$ cat src/rtl/alu_issue_stage.sv
// Issue/writeback sequencer in front of a combinational ALU: IDLE -> EXEC -> WB.
// Optional macro ALU_ISSUE_BYPASS_EN lets a new op be accepted during the writeback handshake.
module alu_issue_stage #(
    parameter int REG_ADDR_W = 2,
    parameter int CNT_W      = 16
) (
    input  logic                  clk,
    input  logic                  reset,
    input  logic                  req_valid,
    output logic                  req_ready,
    input  logic [2:0]            req_cmd,
    input  logic [7:0]            req_a,
    input  logic [7:0]            req_b,
    input  logic [REG_ADDR_W-1:0] req_dst,
    output logic [2:0]            alu_cmd,
    output logic [7:0]            alu_a,
    output logic [7:0]            alu_b,
    input  logic [7:0]            alu_rslt,
    input  logic                  alu_flag,
    output logic                  wb_valid,
    input  logic                  wb_ready,
    output logic [7:0]            wb_data,
    output logic [REG_ADDR_W-1:0] wb_dst,
    output logic                  flag_q,
    output logic [CNT_W-1:0]      retired,
    output logic [1:0]            o_dbg_state
);

    typedef enum logic [1:0] {
        IDLE = 2'd0,
        EXEC = 2'd1,
        WB   = 2'd2
    } state_t;

    localparam logic [2:0] CMD_CMP = 3'b111;

    state_t                r_state;
    logic [2:0]            r_alu_cmd;
    logic [7:0]            r_alu_a;
    logic [7:0]            r_alu_b;
    logic [REG_ADDR_W-1:0] r_dst;
    logic                  r_wb_valid;
    logic [7:0]            r_wb_data;
    logic [REG_ADDR_W-1:0] r_wb_dst;
    logic                  r_flag;
    logic [CNT_W-1:0]      r_retired;
    logic                  w_req_ready;
    logic                  w_accept;

    // Handshake: a transfer happens on any rising edge where valid and ready are both high.
`ifdef ALU_ISSUE_BYPASS_EN
    assign w_req_ready = !reset && ((r_state == IDLE) || ((r_state == WB) && wb_ready));
`else
    assign w_req_ready = !reset && (r_state == IDLE);
`endif
    assign w_accept = req_valid && w_req_ready;

    always_ff @(posedge clk) begin
        if (reset) begin
            r_state    <= IDLE;
            r_alu_cmd  <= '0;
            r_alu_a    <= '0;
            r_alu_b    <= '0;
            r_dst      <= '0;
            r_wb_valid <= 1'b0;
            r_wb_data  <= '0;
            r_wb_dst   <= '0;
            r_flag     <= 1'b0;
            r_retired  <= '0;
        end else begin
            case (r_state)
                IDLE: begin
                    if (w_accept) begin
                        r_alu_cmd <= req_cmd;
                        r_alu_a   <= req_a;
                        r_alu_b   <= req_b;
                        r_dst     <= req_dst;
                        r_state   <= EXEC;
                    end
                end
                EXEC: begin
                    r_flag <= alu_flag;
                    if (r_alu_cmd == CMD_CMP) begin
                        r_retired <= r_retired + CNT_W'(1);
                        r_state   <= IDLE;
                    end else begin
                        r_wb_data  <= alu_rslt;
                        r_wb_dst   <= r_dst;
                        r_wb_valid <= 1'b1;
                        r_state    <= WB;
                    end
                end
                WB: begin
                    if (wb_ready) begin
                        r_wb_valid <= 1'b0;
                        r_retired  <= r_retired + CNT_W'(1);
                        // Only reachable with bypass; otherwise w_accept is low in WB.
                        if (w_accept) begin
                            r_alu_cmd <= req_cmd;
                            r_alu_a   <= req_a;
                            r_alu_b   <= req_b;
                            r_dst     <= req_dst;
                            r_state   <= EXEC;
                        end else begin
                            r_state <= IDLE;
                        end
                    end
                end
                default: r_state <= IDLE;
            endcase
        end
    end

    assign req_ready   = w_req_ready;
    assign alu_cmd     = r_alu_cmd;
    assign alu_a       = r_alu_a;
    assign alu_b       = r_alu_b;
    assign wb_valid    = r_wb_valid;
    assign wb_data     = r_wb_data;
    assign wb_dst      = r_wb_dst;
    assign flag_q      = r_flag;
    assign retired     = r_retired;
    assign o_dbg_state = r_state;

endmodule

$ cat config.mk
export PLATFORM = sky130hd
export DESIGN_NAME = alu_issue_stage
export DESIGN_NICKNAME = d
export VERILOG_FILES = /design/src/rtl/alu_issue_stage.sv
export SDC_FILE = /design/constraint.sdc
export NUM_CORES = 1
export LEC_CHECK = 0
export ABC_AREA = 0
export CORE_MARGIN = 1.5
export CORE_UTILIZATION = 60
export DETAILED_ROUTE_END_ITERATION = 10
export DONT_BUFFER_PORTS = 1
export PLACE_DENSITY = 0.76
export SETUP_SLACK_MARGIN = 0.15
export SLEW_MARGIN = 40
export SYNTH_ARGS = -nofsm -noshare
export SYNTH_HDL_FRONTEND = slang
export SYNTH_SLANG_ARGS = --single-unit
$ cat constraint.sdc
create_clock -name clk -period 2.3 [get_ports clk]
set_input_delay 0.345 -clock clk [delete_from_list [all_inputs] [get_ports clk]]
set_output_delay 0.345 -clock clk [all_outputs]
set_load 0.01 [all_outputs]
==> summary.txt <==
Status
  – Status: complete, no violations

Cells and area
  – Reg area: roughly 1000 um2
  – ANT cells: 0
  – Layout cells sized above 1: 0.0675
  – Area delta synth->final: 6.01%
  – Multi-input gate area: approximately 930 um2
  – Filler Cell Count: 322
  – Final #Nets: 286

Clock tree
  – Depth of the CTS H-tree: 2
  – CTS root buffer: clkbuf_4
  – # resized after CTS: 0
  – Clk buf depth: 2
  – Worst-skew pair later-pin latency: around 0.37 ns
  – Inserted Clock Buffers: 5
  – Clk slew on worst S/H paths: ~0.15 ns
  – Sink Count: slightly above 50
  – Post-CTS setup buffers: 0
  – CTS tree: yes
  – CTS Hold Bufs: 0

Timing
  – Least-Margin Pin Slew: about 0.9 ns
  – Final hold vios: 0
  – Final setup fails: 0
  – Fin. max-slew vios: 0
  – RSZ-0062 raised after global routing: no
  – Fmax: ~530 MHz
  – Setup Skew: between 0.01 and 0.015 ns
  – Post-route setup TNS: 0 ns
  – Period Utilization, post-route: 0.823
  – Relative slew slack: 0.392
  – Minimum clock period: about 1.9 ns

Setup path
  – CP Capture Type: flip-flop
  – Worst Path Required: 2.57 ns
  – Startpoint types: flip-flop
  – Worst path arrival time: 2.16 ns
  – R2R cell count: 4
  – Worst-path fanout max: 28
  – WS Path Type: flip-flop to flip-flop

Floorplanning
  – Die Area: between 3000 and 4000 um2
  – Core Box Area: 3310 um2
  – Initial Util: 0.623
  – Chip width: around 62 um
  – FP Rows: 21
  – Chip height: 61.6 um
  – IO Count: 84

GRT
  – Total Routing Usage GR: 0.217
  – GRT overflow: 0
  – Initial antenna violation count: 0
  – Largest net degree at the start of global routing: 53
  – First-pass GRT wire length: between 6000 and 7000 um
  – Vias in the first global route: 1,447

Logic synthesis
  – Distinct cells, synth: 32
  – Predominant post-synthesis flop cell: dfxtp_1
  – Synth area leaders: dfxtp_1, nand2_1, a21oi_1
  – Mapped Area: approximately 2100 um2
  – Mapped Cells: around 250
  – Syn Area/Cell: around 8.1 um2
  – Flops & latches, synth: 51
  – Register area share after synthesis: 0.495
  – Yosys warns: 0
  – Ys async rst share: 0
  – Top cell type's share of synthesized area: 0.495
  – Post-synth EDFFs: 0
  – Synth area leader: dfxtp_1
  – Syn nets: between 200 and 300

Pwr
  – Power Dens Cells: 718 nW/um2
  – Worst IR Drop VDD: 538 uV
  – Leak: around 0.72 nW
  – Total chip power: about 1.6 mW

Routing
  – DRC violations left: 0
  – Final ANT Viol Nets: 0
  – Via count: 1,721
  – Initial DRC Count: 100
  – Final WL: around 4300 um
  – Pre-Repair DR Iteration Count: 4
  – Post-DR wirelength/cell: about 15 um
  – Via density: 5.78

Min path
  – Hold Crit Depth: 1
  – Hold crit path type: primary input to flip-flop

Placed design
  – GPL Wtd Cong: ~0.8
  – IO Port Bufs: 0
  – DP Wirelength: roughly 2700 um

Run
  – Max-cap viol count: 0
cells in the final DEF, fill, tap and decap left out, drive strengths merged, types with 2 or more instances in the layout:
master,netlist,routed
a21oi,46,46
nor4,3,3
o31ai,6,6
nor2,4,4
nand2,64,64
dfxtp,51,51
nand3,15,15
nand4,4,4
and3,4,4
o21ai,7,7
or3,5,5
buf,8,5
mux2i,2,2
inv,4,5
or4,6,6
dlygate4sd3,0,4
clkbuf,11,5
synth_stat cells, types with 2 or more instances:
cell      count
a21oi_1      46
and3_1        4
buf_2         5
buf_6         2
clkbuf_1     11
dfxtp_1      51
inv_1         4
mux2i_1       2
nand2_1      64
nand3_1      15
nand4_1       4
nor2_1        4
nor4_1        3
o21ai_0       7
o31ai_1       6
or3_1         5
or4_1         6
cell type report:
type                       count  area share
clock buffer                   5      0.0172
timing repair buffer           9      0.0355
multi-input combinational    180       0.426
inverter                       4     0.00687
clock inverter                 3      0.0212
sequential                    51       0.467
tap                           46      0.0263
path summary, 6_finish.rpt:
kind	startpoint	end	slack, ns
max reg2reg	o_dbg_state[1]	retired[6]	0.41
min	reset	wb_data[0]	0.02
max	o_dbg_state[1]	retired[6]	0.41
min reg2reg	r_dst[0]	r_dst[0]	0.47
cells by family (layout without fill, tap and decap cells):
kind of cell	Yosys count	count (layout)	share of synthesized area
AOI/OAI and AO/OA	63	63	0.166
xor gates and xnor gates	1	1	0.00425
adders and majority gates	1	1	0.00607
buffers and inverters	23	21	0.0540
DFF	51	51	0.495
muxes	3	3	0.0152
and+or+nand+nor	112	112	0.259
routing by layer:
| layer | part of all wire | track usage | up-vias | wire (um) |
|---|---|---|---|---|
| met1 | 0.45 | 0.282 | 778 | 1960 |
| li1 | - | - | 883 | - |
| met3 | 0.083 | 0.0840 | 2 | 360 |
| met4 | 0.0048 | 0.0669 | 0 | 21 |
| met5 | 0 | 0 | - | 0 |
| met2 | 0.46 | 0.335 | 58 | 2000 |
sequential cells by signal (all words and copies together) (netlist names):
signal       cells
r_dst            2
o_dbg_state      2
alu_b            8
flag_q           1
wb_dst           2
wb_data          8
retired         16
alu_cmd          3
wb_valid         1
alu_a            8
worst max-delay path: stages (launching register included):
cell and delay [ns]:
dfxtp_1 0.53, nand2_1 0.15, o22a_2 0.40, nor4_1 0.35, mux2_2 0.36
where the power goes:
part | internal (mW) | total (mW) | switching [mW]
Sequential | 0.914 | 0.950 | 0.0360
Combinational | 0.0362 | 0.0977 | 0.0616
Clock | 0.233 | 0.523 | 0.290
Total | 1.18 | 1.57 | 0.388
stage by stage:
step	hold WS [ns]	std cells	util	instance area, um2	setup WS (ns)
after CTS	0.00862	294	0.648	2140	0.258
after detailed placement	0.419	286	0.622	2060	0.290
after global placement	0.418	286	0.622	2060	0.326
after floorplan	0.437	254	-	2060	0.661
after global routing	-0.000283	298	0.660	2190	0.269
final	0.0205	298	0.660	2190	0.408
Power figures use the tool's default switching activity.
